File: src/rtl/lcd_timing_if.sv
// lcd_timing_if: raster coordinates, data-enable and sync outputs of lcd_timing_gen.
interface lcd_timing_if;
    logic [8:0] o_x;
    logic [8:0] o_y;
    logic       o_hde;
    logic       o_vde;
    logic       o_frame_start;
    logic       o_hsync;
    logic       o_vsync;
    logic       o_den;
    modport master (
        output o_x, o_y, o_hde, o_vde, o_frame_start, o_hsync, o_vsync, o_den
    );
    modport slave (
        input o_x, o_y, o_hde, o_vde, o_frame_start, o_hsync, o_vsync, o_den
    );
endinterface

File: src/rtl/lcd_timing_gen.sv
// lcd_timing_gen: pixel-clock raster timing for an RGB LCD, with sync/DE delayed to match ROM latency.
module lcd_timing_gen #(
    parameter int H_ACTIVE = 480,
    parameter int H_FP     = 8,
    parameter int H_SYNC   = 4,
    parameter int H_BP     = 43,
    parameter int V_ACTIVE = 272,
    parameter int V_FP     = 8,
    parameter int V_SYNC   = 4,
    parameter int V_BP     = 12,
    parameter int SYNC_POL = 0,
    parameter int DELAY    = 1
) (
    input  logic         i_clk,
    input  logic         i_rst_n,
    lcd_timing_if.master lcd
);
    localparam int   H_TOTAL = H_ACTIVE + H_FP + H_SYNC + H_BP;
    localparam int   V_TOTAL = V_ACTIVE + V_FP + V_SYNC + V_BP;
    localparam int   HS_BEG  = H_ACTIVE + H_FP;
    localparam int   HS_END  = HS_BEG + H_SYNC;
    localparam int   VS_BEG  = V_ACTIVE + V_FP;
    localparam int   VS_END  = VS_BEG + V_SYNC;
    localparam logic POL     = SYNC_POL != 0;

    if (H_FP < 1 || H_SYNC < 1 || H_BP < 1 || V_FP < 1 || V_SYNC < 1 || V_BP < 1) begin : g_bad_porch
        $error("lcd_timing_gen: porch and sync widths must be at least 1");
    end
    if (H_ACTIVE < 1 || H_ACTIVE > 512 || V_ACTIVE < 1 || V_ACTIVE > 512) begin : g_bad_active
        $error("lcd_timing_gen: active size must fit the 9-bit coordinates");
    end
    if (H_TOTAL > 1023 || V_TOTAL > 1023) begin : g_bad_total
        $error("lcd_timing_gen: H_TOTAL and V_TOTAL must not exceed 1023");
    end
    if (DELAY < 0 || DELAY > 7 || SYNC_POL < 0 || SYNC_POL > 1) begin : g_bad_misc
        $error("lcd_timing_gen: DELAY must be 0..7 and SYNC_POL 0 or 1");
    end

    logic [9:0] h_cnt_q, h_cnt_d, v_cnt_q, v_cnt_d;
    logic       h_wrap, hde_d, vde_d, fs_d;
    logic       hde_q, vde_q, fs_q;
    logic [8:0] x_d, y_d, x_q, y_q;
    // {hsync, vsync, de} carried as active-high flags; polarity is applied at the pins
    logic [2:0] sync_d, sync_q, sync_o;

    always_comb begin
        h_wrap  = h_cnt_q == 10'(H_TOTAL - 1);
        h_cnt_d = h_wrap ? 10'd0 : h_cnt_q + 10'd1;
        v_cnt_d = !h_wrap ? v_cnt_q : (v_cnt_q == 10'(V_TOTAL - 1)) ? 10'd0 : v_cnt_q + 10'd1;
        hde_d   = h_cnt_q < 10'(H_ACTIVE);
        vde_d   = v_cnt_q < 10'(V_ACTIVE);
        x_d     = hde_d ? h_cnt_q[8:0] : 9'd0;
        y_d     = vde_d ? v_cnt_q[8:0] : 9'd0;
        fs_d    = h_cnt_q == 10'd0 && v_cnt_q == 10'd0;
        sync_d  = {h_cnt_q >= 10'(HS_BEG) && h_cnt_q < 10'(HS_END),
                   v_cnt_q >= 10'(VS_BEG) && v_cnt_q < 10'(VS_END),
                   hde_d && vde_d};
    end

    always_ff @(posedge i_clk or negedge i_rst_n) begin
        if (!i_rst_n) begin
            h_cnt_q <= '0;
            v_cnt_q <= '0;
            hde_q   <= 1'b0;
            vde_q   <= 1'b0;
            fs_q    <= 1'b0;
            x_q     <= '0;
            y_q     <= '0;
            sync_q  <= '0;
        end else begin
            h_cnt_q <= h_cnt_d;
            v_cnt_q <= v_cnt_d;
            hde_q   <= hde_d;
            vde_q   <= vde_d;
            fs_q    <= fs_d;
            x_q     <= x_d;
            y_q     <= y_d;
            sync_q  <= sync_d;
        end
    end

    if (DELAY == 0) begin : g_nodly
        assign sync_o = sync_q;
    end else begin : g_dly
        logic [2:0] dly_q [DELAY];
        always_ff @(posedge i_clk or negedge i_rst_n) begin
            if (!i_rst_n) begin
                for (int i = 0; i < DELAY; i++) dly_q[i] <= '0;
            end else begin
                dly_q[0] <= sync_q;
                for (int i = 1; i < DELAY; i++) dly_q[i] <= dly_q[i-1];
            end
        end
        assign sync_o = dly_q[DELAY-1];
    end

    assign lcd.o_x           = x_q;
    assign lcd.o_y           = y_q;
    assign lcd.o_hde         = hde_q;
    assign lcd.o_vde         = vde_q;
    assign lcd.o_frame_start = fs_q;
    assign lcd.o_hsync       = sync_o[2] ~^ POL;
    assign lcd.o_vsync       = sync_o[1] ~^ POL;
    assign lcd.o_den         = sync_o[0];
endmodule

File: src/flat_wrapper.sv
// flat-port wrapper written by rule: the top's interface ports become plain ports
module lcd_timing_gen_flat 
#(
    parameter int H_ACTIVE = 480,
    parameter int H_FP     = 8,
    parameter int H_SYNC   = 4,
    parameter int H_BP     = 43,
    parameter int V_ACTIVE = 272,
    parameter int V_FP     = 8,
    parameter int V_SYNC   = 4,
    parameter int V_BP     = 12,
    parameter int SYNC_POL = 0,
    parameter int DELAY    = 1
)
  (i_clk, i_rst_n, lcd_o_x, lcd_o_y, lcd_o_hde, lcd_o_vde, lcd_o_frame_start, lcd_o_hsync, lcd_o_vsync, lcd_o_den);
  lcd_timing_if lcd_i ();
  input  logic i_clk;
  input  logic i_rst_n;
  output wire logic [$bits(lcd_i.o_x)-1:0] lcd_o_x;
  output wire logic [$bits(lcd_i.o_y)-1:0] lcd_o_y;
  output wire logic [$bits(lcd_i.o_hde)-1:0] lcd_o_hde;
  output wire logic [$bits(lcd_i.o_vde)-1:0] lcd_o_vde;
  output wire logic [$bits(lcd_i.o_frame_start)-1:0] lcd_o_frame_start;
  output wire logic [$bits(lcd_i.o_hsync)-1:0] lcd_o_hsync;
  output wire logic [$bits(lcd_i.o_vsync)-1:0] lcd_o_vsync;
  output wire logic [$bits(lcd_i.o_den)-1:0] lcd_o_den;
  assign lcd_o_x = lcd_i.o_x;
  assign lcd_o_y = lcd_i.o_y;
  assign lcd_o_hde = lcd_i.o_hde;
  assign lcd_o_vde = lcd_i.o_vde;
  assign lcd_o_frame_start = lcd_i.o_frame_start;
  assign lcd_o_hsync = lcd_i.o_hsync;
  assign lcd_o_vsync = lcd_i.o_vsync;
  assign lcd_o_den = lcd_i.o_den;
  lcd_timing_gen #(.H_ACTIVE(H_ACTIVE), .H_FP(H_FP), .H_SYNC(H_SYNC), .H_BP(H_BP), .V_ACTIVE(V_ACTIVE), .V_FP(V_FP), .V_SYNC(V_SYNC), .V_BP(V_BP), .SYNC_POL(SYNC_POL), .DELAY(DELAY)) u_core (.i_clk(i_clk), .i_rst_n(i_rst_n), .lcd(lcd_i));
endmodule
File: config.mk
export PLATFORM = sky130hd
export DESIGN_NAME = lcd_timing_gen_flat
export DESIGN_NICKNAME = d
export VERILOG_FILES = /design/src/rtl/lcd_timing_if.sv /design/src/rtl/lcd_timing_gen.sv /design/src/flat_wrapper.sv
export SDC_FILE = /design/constraint.sdc
export NUM_CORES = 1
export LEC_CHECK = 0
export ABC_AREA = 1
export ABC_CLOCK_PERIOD_IN_PS = 3600
export CORE_AREA = 2 2 71 73
export DETAILED_ROUTE_END_ITERATION = 8
export DIE_AREA = 0 0 73 75
export PLACE_DENSITY_LB_ADDON = 0.25
export SETUP_SLACK_MARGIN = 0.05
export SLEW_MARGIN = 0
export SYNTH_ARGS = -nofsm -noshare
export SYNTH_HDL_FRONTEND = slang
export SYNTH_SLANG_ARGS = --single-unit
File: constraint.sdc
create_clock -name i_clk -period 3.6 [get_ports i_clk]
set_input_delay 0.72 -clock i_clk [delete_from_list [all_inputs] [get_ports i_clk]]
set_output_delay 0.72 -clock i_clk [all_outputs]
set_load 0.03 [all_outputs]
==> Word level (Yosys, flattened, before mapping) <==
Cells that the tools add are included.
{ "totals": {"out_inout_bits": 24, "register_bits": 47, "input_bits": 2} }
{ "classes": {"addsub": 2, "muxes": 4, "bitwise_logic": 2, "n_eq_ne": 2, "magnitude_cmp": 6, "n_reduce_logical": 6} }
{ "op_table": {"columns": ["op", "count"], "rows": [
  ["< comparator 10 x 9 -> 1 bit, second input constant", 4],
  ["adder 10 x 1 -> 10 bit, second input constant", 2],
  [">= comparator 10 x 9 -> 1 bit, second input constant", 2],
  ["zero test 10 bit", 2],
  ["2-to-1 mux 10 bit", 2],
  ["2-to-1 mux 9 bit", 2],
  ["equality test 10 bit, second input constant", 1],
  ["equality test 10 x 9 -> 1 bit, second input constant", 1],
  ["logical AND 1 bit", 4],
  ["inverter 1 bit", 2]
]} }

==> Logic depth before layout (Yosys ltp) <==
{ "depth": {"ltp_word": 2, "depth_mapped": 8} }

==> Least setup slack after synthesis <==
No wires, ideal clock.
{ "synth_timing": {"path_kind": "reg2reg", "start": "register u_core.h_cnt_q[0]", "end": "register u_core.v_cnt_q[0]", "period_less_slack_ns": 1.312, "t_required_ns": 3.482, "arrival_ns": 1.194, "path_stages_with_launch": 9, "slack_ns": 2.288, "cell_sequence": "dfrtp_1 > inv_1 > ha_1 > nand3_2 > nor2_1 > nand2_1 > buf_4 > nand2_1 > nand2_1"} }
{ "synth_between": {"elab_chain_len": 1} }
{ "synth_lines": {"columns": ["item", "line_no", "rtl"], "rows": [
  ["from (decl)", "lcd_timing_gen.sv:39", "logic [9:0] h_cnt_q, h_cnt_d, v_cnt_q, v_cnt_d;"],
  ["from (signal assigned)", "lcd_timing_gen.sv:71", "h_cnt_q <= h_cnt_d;"],
  ["equality test 10 bit", "lcd_timing_gen.sv:47", "h_wrap = h_cnt_q == 10'(H_TOTAL - 1);"],
  ["to (signal assigned)", "lcd_timing_gen.sv:72", "v_cnt_q <= v_cnt_d;"],
  ["to (decl)", "lcd_timing_gen.sv:39", null]
]} }
No other way between the ends.
A chain may end at the register's enable or synchronous reset.

==> Final worst setup path <==
{ "layout_timing": {"start": "register u_core.g_dly.dly_q[1] in the netlist's numbering", "end": "output lcd_o_vsync"} }
{ "layout_between": {"elab_chain_len": 1} }
{ "layout_lines": {"columns": ["item", "line_no", "rtl"], "rows": [
  ["from (decl)", "lcd_timing_gen.sv:85", "logic [2:0] dly_q [DELAY];"],
  ["inverter 1 bit (no source line)", null, null],
  ["to (decl)", "flat_wrapper.sv:25", "output wire logic [$bits(lcd_i.o_vsync)-1:0] lcd_o_vsync;"]
]} }
No other way between the ends.

==> qor.yml <==
status:
  status: "completed"
grt:
  grt_pass1_wl_mm: 6.37
  grt_max_degree: 48
  grtUsageTotal_pct: 15.4
  globalRouteMet3Util_pct: 4.02
  overflow: 0
  grt-busiest-layer: "met2"
  grt_pass1_vias: 1395
  grt_use_met2_pct: 24.1
  antenna_found_initial: 0
  use_met1_pct: 20.4
cells_and_area:
  fillers: 423
  area_growth_syn_to_layout_pct: 20.4
  nets: 269
  antennaDiodeCount: 0
  final_util_pct: 53.2
  fin_cells: 317
  drive_above_1_share_pct: 5.70
  final_common_cell: "nand2_1"
  final_cell_mix: "nand2_1 (50), dfrtp_1 (47), nor2_1 (41)"
placed_design:
  dp_slack_ns: 1.84
  post-dp-hpwl_mm: 2.55
  place_congestion: 0.880
  numPortBuffers: 25
  place_inst: 309
pwr:
  power_w: 0.000985
  p_leak_nw: 1.23
  vdd_drop_max_mv: 0.188
  power.density_nw_per_um2: 397
timing:
  max_slew_margin_pct: 33.2
  final_hold_viol_count: 0
  period_needed_ns: 2.08
  rsz0062_at_grt: "no"
  fin_crit_sh_pct: 57.8
  fin_ws_ns: 1.52
  clock.fmax_mhz: 481
  tns_ns: 0
  worst_pin_slew_ns: 1.00
  setup_viol_count_final: 0
  clock-skew-final_ns: 0.00654
  final_max_slew_viol_count: 0
logic_synthesis:
  synthesis.area_um2: 2060
  yosysWarnings: 0
  ys_seq_area_share_pct: 57.1
  synthCells: 234
  synth_nets: 241
  ys_ff_latch: 47
  ys_types: 23
  avgSynthCellArea_um2: 8.80
detailed_routing:
  viasPerCell: 4.75
  avgRoutedWirePerCell_um: 11.3
  finalWirelength_mm: 3.59
  dr.pass1.iters: 4
  drc_errors: 0
  ant_nets: 0
  vias: 1505
  drtIter0Drc: 137
die:
  die_w_um: 73
  initial_core_util_pct: 44.2
  dieArea_um2: 5480
  core_region_area_um2: 4660
  rows: 25
  die_h_um: 75
  ios: 26
worst_hold_path:
  hold_class: "reg2reg"
clock_network:
  postCtsSetupBuffers: 0
  clockBufferDepth: 2
  cts.clk_slew.worst_paths_ns: 0.09
  insertion_delay_ns: 0.30
  cts_tree: "built"
  cts_sinks: 47
  post_cts_resized: 0
  clockRootBuffer: "clkbuf_8"
  cts_buffers: 5
  cts_max_level: 2
  cts_hold_buffers: 0
setup_path:
  crit_type: "reg2out"
  critical_path_arrival_ns: 1.36
  required_ns: 2.88
  endpoint_kind: "primary output"
  worst_setup_path_start_kind: "flop"
  cp_max_fo: 1
job:
  cap_violations: 0
[final timing paths]
path / start / to / slack [ns] / cells after the start
worst min register to register: u_core.sync_q[0]$_DFF_PN0_ / u_core.g_dly.dly_q[0]$_DFF_PN0_ / 0.35 / 0
worst min-delay path: u_core.sync_q[0]$_DFF_PN0_ / u_core.g_dly.dly_q[0]$_DFF_PN0_ / 0.35 / 0
min in group asynchronous: i_rst_n / u_core.h_cnt_q[2]$_DFF_PN0_ / 0.59 / 1
max in group asynchronous: i_rst_n / u_core.v_cnt_q[8]$_DFFE_PN0N_ / 2.40 / 1
worst max-delay path: u_core.g_dly.dly_q[1]$_DFF_PN0_ / lcd_o_vsync / 1.52 / 2
worst max register to register: u_core.h_cnt_q[0]$_DFF_PN0_ / u_core.v_cnt_q[8]$_DFFE_PN0N_ / 1.98 / 6
[routing by layer]
layer	up-vias	wire length, um
met4	0	43
met2	32	1740
met5	-	0
met1	690	1700
met3	4	117
li1	779	-
[registers in the layout (all words and copies together) (netlist names)]
signal / flops
u_core.g_dly.dly_q: 3
u_core.v_cnt_q: 10
u_core.lcd.o_hde: 1
u_core.lcd.o_frame_start: 1
u_core.lcd.o_x: 9
u_core.sync_q: 3
u_core.h_cnt_q: 10
u_core.lcd.o_vde: 1
u_core.lcd.o_y: 9
[synth_stat cells, drive strengths merged]
| cell | instances | share of area, % |
|---|---|---|
| a21oi | 1 | 0.24 |
| buf | 4 | 1.4 |
| dfrtp | 47 | 57 |
| ha | 5 | 3.0 |
| inv | 38 | 6.9 |
| nand2 | 50 | 9.1 |
| nand3 | 20 | 5.1 |
| nand3b | 1 | 0.36 |
| nand4 | 5 | 1.5 |
| nor2 | 41 | 7.5 |
| nor3 | 8 | 2.7 |
| nor3b | 2 | 0.73 |
| nor4 | 1 | 0.30 |
| o21ai | 6 | 1.8 |
| xnor2 | 1 | 0.43 |
| xor2 | 4 | 1.7 |
[critical path, stage by stage, from the launching register on]
cell and delay (ns):
dfrtp_1 0.36, inv_1 0.04, clkdlybuf4s50_1 0.65
[logic make-up after synthesis]
family / Yosys count / synth area share, %
simple gates: 128 / 27.3
flops: 47 / 57.1
buf+inv: 42 / 8.32
compound gates: 7 / 2.07
xor+xnor: 5 / 2.13
fa+ha+maj: 5 / 3.04
[report_power, final]
group / internal [W] / switching, W / leakage, nW
sequential: 0.000527 / 0 / 0.612
clock: 0.000277 / 0.000172 / 0.0644
combinational: 0.000000394 / 0.00000946 / 0.559
total: 0.000804 / 0.000181 / 1.23
[stage by stage]
step / hold WS (ns) / area, um2
2_1_floorplan: 0.331 / 2060
3_3_place_gp: 0.332 / 2340
3_5_place_dp: 0.336 / 2340
4_1_cts: 0.355 / 2480
5_1_grt: 0.361 / 2480
6_report: 0.352 / 2480
[cell type report]
class                   instances  area (um2)  area share, %
clock buffers                   5        68.8           2.77
clock inverters                 3        67.6           2.72
inverters                      38         143           5.75
multi-input cells             145         712           28.7
flip-flops and latches         47        1180           47.4
well taps                      54        67.6           2.72
repair buffers                 25         245           9.89
Note: power is estimated with default switching activity, not from simulation.
